File: src/rtl/nvram_upload_reader.sv
// nvram_upload_reader
// Serves HPS uploads of the game NVRAM (pausing the CPU while bytes are read out)
// and, on OSD open with autosave enabled, checksums the NVRAM and requests an
// upload only when the contents changed since the previous scan.
//
// state   | meaning
// --------+-------------------------------------------------------------
// IDLE    | waiting for an upload rise (dump index) or an OSD rise
// PWAIT   | pause requested, waiting for the CPU acknowledge
// PAD     | settle cycles after pause acknowledge
// READY   | upload active, accepting ioctl_rd strobes
// FETCH   | NVRAM read latency cycle
// LATCH   | capture NVRAM byte onto ioctl_din, release ioctl_wait
// SCAN    | pipelined walk over the NVRAM accumulating a 16-bit sum
// CMP     | commit the new sum when it differs from the saved one
// RELEASE | pause dropped, back to IDLE next cycle

module nvram_upload_reader #(
  parameter int DUMPWIDTH = 10,
  parameter int DUMPINDEX = 4,
  parameter int PAUSEPAD  = 2
) (
  input  logic                 clk_sys,
  input  logic                 reset,
  input  logic                 ioctl_upload,
  input  logic [7:0]           ioctl_index,
  input  logic                 ioctl_rd,
  input  logic [24:0]          ioctl_addr,
  output logic [7:0]           ioctl_din,
  output logic                 ioctl_wait,
  output logic                 ioctl_upload_req,
  output logic [DUMPWIDTH-1:0] nvram_address,
  input  logic [7:0]           nvram_data,
  output logic                 pause_request,
  input  logic                 paused,
  input  logic                 osd_status,
  input  logic                 autosave
);

  typedef enum logic [3:0] {
    IDLE,
    PWAIT,
    PAD,
    READY,
    FETCH,
    LATCH,
    SCAN,
    CMP,
    RELEASE
  } state_t;

  localparam int NBYTES = 1 << DUMPWIDTH;
  // Scan index at which the final byte's data arrives (address pipeline is two deep).
  localparam logic [DUMPWIDTH:0] SCAN_LAST = (DUMPWIDTH + 1)'(NBYTES + 1);
  localparam logic [DUMPWIDTH:0] SCAN_FIRST_DATA = (DUMPWIDTH + 1)'(2);
  // PAD counts down from PAUSEPAD-1 to 0, giving PAUSEPAD cycles in PAD.
  localparam logic [7:0] PAD_LOAD = (PAUSEPAD > 0) ? 8'(PAUSEPAD - 1) : 8'd0;
  localparam logic [7:0] DUMP_IDX = 8'(DUMPINDEX);

  state_t               state;
  logic                 scan_mode;
  logic                 upload_pend;
  logic                 upload_q;
  logic                 osd_q;
  logic [7:0]           pad_cnt;
  logic [DUMPWIDTH:0]   scan_idx;
  logic [15:0]          sum;
  logic [15:0]          saved_sum;

  logic                 upload_rise;
  logic                 upload_fall;
  logic                 osd_rise;
  logic                 index_ok;
  logic                 addr_in_range;
  logic [15:0]          sum_next;

  // Edge detection, index/range decode and the running-sum adder.
  always_comb begin
    upload_rise   = ioctl_upload & ~upload_q;
    upload_fall   = ~ioctl_upload & upload_q;
    osd_rise      = osd_status & ~osd_q;
    index_ok      = (ioctl_index == DUMP_IDX);
    addr_in_range = (ioctl_addr[24:DUMPWIDTH] == '0);
    sum_next      = sum + {8'h00, nvram_data};
  end

  // Controller FSM with registered outputs.
  always_ff @(posedge clk_sys) begin
    if (reset) begin
      state            <= IDLE;
      scan_mode        <= 1'b0;
      upload_pend      <= 1'b0;
      upload_q         <= ioctl_upload;
      osd_q            <= osd_status;
      pad_cnt          <= 8'd0;
      scan_idx         <= '0;
      sum              <= 16'h0000;
      saved_sum        <= 16'h0000;
      ioctl_din        <= 8'h00;
      ioctl_wait       <= 1'b0;
      ioctl_upload_req <= 1'b0;
      nvram_address    <= '0;
      pause_request    <= 1'b0;
    end else begin
      upload_q         <= ioctl_upload;
      osd_q            <= osd_status;
      ioctl_upload_req <= 1'b0;

      // An upload arriving while a scan owns the pause is held off, with
      // ioctl_wait raised immediately so the HPS does not strobe meanwhile.
      if (scan_mode && state != IDLE) begin
        if (upload_rise && index_ok) begin
          upload_pend <= 1'b1;
          ioctl_wait  <= 1'b1;
        end else if (upload_fall) begin
          upload_pend <= 1'b0;
          ioctl_wait  <= 1'b0;
        end
      end

      case (state)
        IDLE: begin
          if ((upload_pend && ioctl_upload) || (upload_rise && index_ok)) begin
            pause_request <= 1'b1;
            ioctl_wait    <= 1'b1;
            scan_mode     <= 1'b0;
            upload_pend   <= 1'b0;
            state         <= PWAIT;
          end else if (upload_pend) begin
            // The held-off upload ended before it could be served.
            upload_pend <= 1'b0;
            ioctl_wait  <= 1'b0;
          end else if (osd_rise && autosave && !ioctl_upload) begin
            pause_request <= 1'b1;
            sum           <= 16'h0000;
            scan_mode     <= 1'b1;
            state         <= PWAIT;
          end
        end

        PWAIT: begin
          if (!scan_mode && upload_fall) begin
            pause_request <= 1'b0;
            ioctl_wait    <= 1'b0;
            state         <= RELEASE;
          end else if (paused) begin
            pad_cnt <= PAD_LOAD;
            state   <= PAD;
          end
        end

        PAD: begin
          if (!scan_mode && upload_fall) begin
            pause_request <= 1'b0;
            ioctl_wait    <= 1'b0;
            state         <= RELEASE;
          end else if (pad_cnt == 8'd0) begin
            if (scan_mode) begin
              scan_idx <= '0;
              state    <= SCAN;
            end else begin
              ioctl_wait <= 1'b0;
              state      <= READY;
            end
          end else begin
            pad_cnt <= pad_cnt - 8'd1;
          end
        end

        READY: begin
          if (upload_fall) begin
            pause_request <= 1'b0;
            ioctl_wait    <= 1'b0;
            state         <= RELEASE;
          end else if (ioctl_rd) begin
            if (addr_in_range) begin
              nvram_address <= ioctl_addr[DUMPWIDTH-1:0];
              ioctl_wait    <= 1'b1;
              state         <= FETCH;
            end else begin
              ioctl_din <= 8'h00;
            end
          end
        end

        FETCH: begin
          if (upload_fall) begin
            pause_request <= 1'b0;
            ioctl_wait    <= 1'b0;
            state         <= RELEASE;
          end else begin
            state <= LATCH;
          end
        end

        LATCH: begin
          if (upload_fall) begin
            pause_request <= 1'b0;
            ioctl_wait    <= 1'b0;
            state         <= RELEASE;
          end else begin
            ioctl_din  <= nvram_data;
            ioctl_wait <= 1'b0;
            state      <= READY;
          end
        end

        SCAN: begin
          scan_idx <= scan_idx + 1'b1;
          if (!scan_idx[DUMPWIDTH]) begin
            nvram_address <= scan_idx[DUMPWIDTH-1:0];
          end
          if (scan_idx >= SCAN_FIRST_DATA) begin
            sum <= sum_next;
          end
          // The request is registered here so it is high during CMP itself.
          if (scan_idx == SCAN_LAST) begin
            ioctl_upload_req <= (sum_next != saved_sum);
            state            <= CMP;
          end
        end

        CMP: begin
          if (sum != saved_sum) begin
            saved_sum <= sum;
          end
          pause_request <= 1'b0;
          state         <= RELEASE;
        end

        RELEASE: begin
          state <= IDLE;
        end

        default: begin
          state <= IDLE;
        end
      endcase
    end
  end

endmodule

File: config.mk
export PLATFORM = sky130hd
export DESIGN_NAME = nvram_upload_reader
export DESIGN_NICKNAME = d
export VERILOG_FILES = /design/src/rtl/nvram_upload_reader.sv
export SDC_FILE = /design/constraint.sdc
export NUM_CORES = 1
export LEC_CHECK = 0
export CORE_MARGIN = 2
export CORE_UTILIZATION = 55
export DETAILED_ROUTE_END_ITERATION = 7
export HOLD_SLACK_MARGIN = 0.02
export PLACE_DENSITY = 0.9
export RECOVER_POWER = 100
export SETUP_SLACK_MARGIN = 0.5
export SLEW_MARGIN = 30
export SYNTH_ARGS = -nofsm -noshare
export SYNTH_HDL_FRONTEND = slang
export SYNTH_SLANG_ARGS = --single-unit
File: constraint.sdc
create_clock -name clk_sys -period 3 [get_ports clk_sys]
set_input_delay 0.45 -clock clk_sys [delete_from_list [all_inputs] [get_ports clk_sys]]
set_output_delay 0.45 -clock clk_sys [all_outputs]
set_load 0.01 [all_outputs]
==> results of run 1 <==
## worst min-delay path by stage
| stage | startpoint | endpoint | slack, ns | depth (start not counted) |
|---|---|---|---|---|
| floorplan | pad_cnt[1] | pad_cnt[1] | 0.46 | 2 |
| global placement | ioctl_din[3] | ioctl_din[3] | 0.44 | 2 |
| detailed placement | ioctl_din[3] | ioctl_din[3] | 0.45 | 2 |
| CTS | ioctl_din[3] | ioctl_din[3] | 0.46 | 2 |
| global route | nvram_data[2] | ioctl_din[2] | 0.46 | 3 |
| finish | nvram_data[2] | ioctl_din[2] | 0.45 | 3 |
## flip-flops by register name, summed over array words and instances, names as in the netlist
register and flops:
saved_sum 16, sum 16, scan_idx 11, nvram_address 10, ioctl_din 8, pad_cnt 8, state 4, ioctl_upload_req 1
ioctl_wait 1, osd_q 1, pause_request 1, scan_mode 1, upload_pend 1, upload_q 1
## layout make-up
cell class | instances | area, µm² | share of cell area
clock buffers | 12 | 155 | 0.0272
clock inverters | 4 | 76.3 | 0.0134
inverters | 16 | 60.1 | 0.0105
multi-input cells | 448 | 2860 | 0.501
flip-flops and latches | 80 | 1610 | 0.281
well taps | 105 | 131 | 0.0230
repair buffers | 89 | 823 | 0.144
## logic make-up after synthesis
logic type,Yosys count,synth area share
AO/OA/AOI/OAI,108,0.153
XOR/XNOR,54,0.106
adder cells (fa/ha/maj),14,0.0399
buffers and inverters,50,0.0435
flip-flops,80,0.350
multiplexers,16,0.0350
AND/OR/NAND/NOR,256,0.273
## power by group
part | internal, µW | switching (µW)
Combinational | 234 | 251
Sequential | 1100 | 65.6
Clock | 516 | 389
Total | 1850 | 705
## layout by cell type, fill, tap and decap left out, types with 6 or more instances in the layout
| cell type | count |
|---|---|
| mux2i_1 | 16 |
| inv_1 | 16 |
| o21ai_0 | 14 |
| nor3_1 | 19 |
| xnor2_1 | 28 |
| a21oi_1 | 35 |
| a311oi_1 | 10 |
| xor2_1 | 24 |
| clkdlybuf4s50_1 | 38 |
| buf_4 | 16 |
| nand3_1 | 28 |
| ha_1 | 9 |
| nor4_1 | 11 |
| a31oi_1 | 10 |
| nand2b_1 | 7 |
| dlygate4sd3_1 | 25 |
| nor2_1 | 92 |
| nand4_1 | 8 |
| clkbuf_8 | 11 |
| nor2b_1 | 6 |
| nand2_1 | 52 |
| dfxtp_1 | 77 |
## per-stage QoR
step                      instances  TNS [ns]   util
after floorplan                 578         0      -
after global placement          737   -0.0132  0.663
after detailed placement        737   -0.0675  0.663
after CTS                       753         0  0.697
after global routing            754         0  0.702
final                           754         0  0.702
## layer usage
layer,GRT usage,share of wire,routed length (µm)
met1,0.328,0.40,4890
met2,0.477,0.49,6010
met3,0.0593,0.082,990
met4,0.0809,0.021,258
met5,0,0,0
## worst max-delay path: cells and delay by family
| kind | cells | cell delay, ns |
|---|---|---|
| buffers and inverters | 2 | 0.87 |
| AO/OA/AOI/OAI | 4 | 0.68 |
| AND/OR/NAND/NOR | 2 | 0.39 |
| adder cells (fa/ha/maj) | 1 | 0.28 |
| XOR/XNOR | 1 | 0.15 |
## timing repair
action	4_1_cts	5_1_grt
pin swaps	7	10
gates resized for setup	13	17
hold buffers	0	0
endpoints found under the setup margin	5	19
setup buffers	0	1
==> results_dict.tcl, run 1 <==
set metrics [dict create \
    dpl_cell_area_um2 5400 \
    ys_types 57 \
    yosysSeqAreaShare 0.350 \
    endpoint "ioctl_upload_req" \
    startpoint_type "input port" \
    slew_headroom 0.371 \
    hpwl_um 8460 \
    final_cell_area_um2 5710 \
    cp_slowest_cell "dlygate4sd3_1" \
    drc_errors 0 \
    syn_area_per_cell_um2 7.92 \
    cts_root_buffer "clkbuf_8" \
    nNetsFinal 706 \
    synthFlopType "dfxtp_1" \
    grt_overflow 0 \
    cp.arrival_ns 2.83 \
    grt_start_max_net_pins 42 \
    vias_per_cell 6.03 \
    place_congestion 0.963 \
    critical_path_class "in -> reg" \
    die_y_um 95.2 \
    drive_gt1_frac 0.0847 \
    synth_warnings 0 \
    netlist_area_um2 4580 \
    grt_first_pass_wirelength_um 19500 \
    n_antenna_cell 0 \
    die_width_um 95.2 \
    first_global_vias 4285 \
    syn-num-nets 640 \
    io_pins 69 \
    max-cap-violations 0 \
    start_util 0.563 \
    ys_ff_latch 80 \
    synth_top_area_share 0.350 \
    worst_pin_slew_ns 0.933 \
    rsz0062_at_grt "yes" \
    rows 33 \
    ys_top_cells_by_count "nor2_1, dfxtp_1, nand2_1, a21oi_1, clkbuf_1" \
    hp-class "in -> reg" \
    die_area_um2 9070 \
    worstPathRequired_ns 3.22 \
    clk_latency_ns 0.35 \
    drt_wl_total_um 12100 \
    startpoint "nvram_data[4]" \
    fill_cells 614 \
    grt_usage 0.270 \
    synth_largest_area_cell "dfxtp_1" \
    area_delta_synth_final_pct 24.7 \
    yosysMostFrequentCell "nor2_1" \
    ir_drop_v 0.000342 \
    hold-worst-slack_ns 0.454 \
    finalSetupViolCount 0 \
    r2r_slack_ns 0.47 \
    wl_per_cell_um 16.1 \
    finalMaxSlewViolations 0 \
    fmax_mhz 383 \
    status "complete, no violations" \
    htreeDepth 3 \
    async_flop_share 0 \
    ff2ff_path_depth 8 \
    synthCells 578 \
    min_period_ns 2.61 \
    clock_sinks 80 \
    path_clk_slew_ns 0.08 \
    worstPathMaxFanout 6 \
    dpl_worst_slack_ns -0.0675 \
    vias 4548 \
    reg2reg_from "pad_cnt[0]" \
    cpPeakStageDelay_ns 0.61 \
    critPathMostFrequentCell "a31oi_1" \
    final.setup.worst_slack_ns 0.386 \
    port_buffers 68 \
    p_leak_uw 0.00211 \
    p_per_area_nw_per_um2 447 \
    tritoncts "done" \
    cts_buffers 9 \
    synth_edf_count 0 \
    drt-initial-drc-count 300 \
    core_um2 8130 \
    drt_pass1_iterations 7 \
    crit_path_cell_trace "dlygate4sd3_1 -> ha_4 -> nor4_1 -> a21oi_1 -> a31oi_1 -> clkbuf_1 -> xnor2_1 -> nand4_1 -> a31oi_1 -> a31oi_1" \
    clockBufferDepth 2 \
    power_uw 2550 \
    finClkSkew_ns 0.00816 \
    netlist_top_cells_area "dfxtp_1, nor2_1, xnor2_1, xor2_1, nand2_1" \
    end_kind "flop" \
    period_share 0.871 \
    timing.rr.end "scan_idx[10]" \
    grt_antenna_before_repair 0 \
    final_hold_viol_count 0 \
    ant_nets 0 \
]
No activity file was read; power rests on OpenSTA's default activity.
==> run 2, diff against run 1 <==
- CORE_UTILIZATION: 55 -> 59
- PLACE_DENSITY: 0.9 -> 0.95
- clock period: 3 -> 3.4 ns (I/O delays scaled with it)
==> results_dict.tcl, run 2 (synthesized netlist as in run 1, its figures left out) <==
set metrics [dict create \
    core_um2 7610 \
    port_buffers 68 \
    tritoncts "done" \
    vias 4444 \
    p_per_area_nw_per_um2 392 \
    ir_drop_v 0.000264 \
    finalMaxSlewViolations 0 \
    rows 32 \
    top_regs "saved_sum (16), sum (16), scan_idx (11)" \
    startpoint "pad_cnt[2]" \
    status "complete, no violations" \
    period_share 0.879 \
    final_hold_viol_count 0 \
    hp-start "ioctl_din[6]" \
    hp-class "reg -> reg" \
    clkPwrFrac 0.342 \
    die_y_um 92.1 \
    clk_latency_ns 0.36 \
    crit_path_cell_trace "nor4_1 -> a41oi_1 -> or4b_1 -> or4_1 -> xor2_1 -> nor2_2" \
    io_pins 69 \
    worstPathMaxFanout 7 \
    grt_start_max_net_pins 46 \
    die_area_um2 8480 \
    cp.arrival_ns 3.24 \
    start_util 0.602 \
    min_period_ns 2.99 \
    cpPeakStageDelay_ns 0.76 \
    wl_per_cell_um 16.0 \
    die_width_um 92.1 \
    finClkSkew_ns 0.00625 \
    grt_antenna_before_repair 0 \
    startpoint_type "flop" \
    grt_first_pass_wirelength_um 19300 \
    drc_errors 0 \
    fill_cells 577 \
    hpwl_um 8270 \
    drt_wl_total_um 11800 \
    met2_length_um 5710 \
    finalSetupViolCount 0 \
    cp_slowest_cell "nor4_1" \
    rsz0062_at_grt "yes" \
    nNetsFinal 693 \
    multi_input_area_um2 2770 \
    worst_pin_slew_ns 1.24 \
    switchingPower_uw 640 \
    critical_path_class "reg -> reg" \
    p_leak_uw 0.00200 \
    wl_met1_um 4970 \
    p_int_uw 1510 \
    layout_commonest_cell "nor2_1" \
    drt_pass1_iterations 5 \
    met3WireLength_um 766 \
    vias_per_cell 6.02 \
    end_kind "flop" \
    dr.max_layer_used "met4" \
    cts_buffers 9 \
    clockBufferDepth 2 \
    final_cell_mix "nor2_1, dfxtp_1, nand2_1" \
    htreeDepth 3 \
    slew_headroom 0.174 \
    drive_gt1_frac 0.0472 \
    register_area_um2 1600 \
    max-cap-violations 0 \
    reg2reg_from "pad_cnt[2]" \
    fin_util 0.722 \
    clock_sinks 80 \
    switching_share 0.297 \
    ant_nets 0 \
    area_delta_synth_final_pct 19.9 \
    n_antenna_cell 0 \
    p_comb_frac 0.185 \
    post_cts_buffers 0 \
    fin_setup_tns_ns 0 \
    grt_usage 0.280 \
    first_global_vias 4200 \
    fmax_mhz 334 \
    p_seq_frac 0.474 \
    worstPathRequired_ns 3.65 \
    cts_root_buffer "clkbuf_8" \
    drt-initial-drc-count 306 \
    path_clk_slew_ns 0.09 \
    grt_overflow 0 \
    place_congestion 0.896 \
]
-- run 2: cell types whose count changed in the layout (fill, tap and decap cells not counted), moves of 4 or more --
cell | previous run | this run
o21ai_1 | 5 | 1
ha_1 | 9 | 13
o21ai_0 | 14 | 18
buf_4 | 16 | 6
clkdlybuf4s50_1 | 38 | 43
-- run 2: power groups by stage --
| stage | Clock, µW | Combinational, µW | Sequential, µW |
|---|---|---|---|
| 2_1_floorplan | 0 | 290 | 1020 |
| 3_3_place_gp | 0 | 383 | 1040 |
| 3_5_place_dp | 0 | 397 | 1050 |
| 4_1_cts | 738 | 404 | 1020 |
| 5_1_grt | 774 | 438 | 1020 |
| 6_report | 736 | 397 | 1020 |
-- run 2: what timing repair did --
| action | CTS | global route |
|---|---|---|
| hold buffers | 0 | 0 |
| resized for setup | 0 | 7 |
| endpoints found under the setup margin | 0 | 4 |
-- run 2: metrics by stage --
stage | hold slack (ns) | setup WS (ns) | std cells | total power (µW) | instance area [µm²]
6_report | 0.455 | 0.410 | 738 | 2150 | 5490
5_1_grt | 0.476 | 0.287 | 738 | 2240 | 5490
4_1_cts | 0.461 | 0.562 | 738 | 2170 | 5510
3_5_place_dp | 0.449 | 0.194 | 722 | 1440 | 5300
3_3_place_gp | 0.441 | 0.236 | 722 | 1420 | 5300
2_1_floorplan | 0.458 | 0.888 | 578 | 1310 | 4580
-- run 2: critical path, delay by kind of cell, from the launching register on --
family | cells | cell delay (ns)
AO/OA/AOI/OAI | 1 | 0.27
XOR/XNOR | 1 | 0.19
flip-flops | 1 | 0.35
AND/OR/NAND/NOR | 4 | 2.06
-- run 2: metal layers --
layer  global-route usage  vias up
met5                    0        -
met4                0.128        0
met3               0.0370       43
met2                0.477      199
met1                0.350     2058
li1                     -     2144
-- run 2: final timing paths --
kind,end,slack [ns],cells after the start
worst max-delay path,scan_idx[10],0.41,6
worst min-delay path,ioctl_din[6],0.45,2
worst max register to register,scan_idx[10],0.41,6
worst min register to register,ioctl_din[6],0.45,2
-- run 2: area by class of cell --
class                           count  area share
Inverter                           16      0.0109
Timing Repair Buffer               76       0.133
Clock buffer                       10      0.0251
Sequential cell                    80       0.292
Multi-Input combinational cell    448       0.504
Tap cell                          102      0.0232
Clock inverter                      6      0.0121
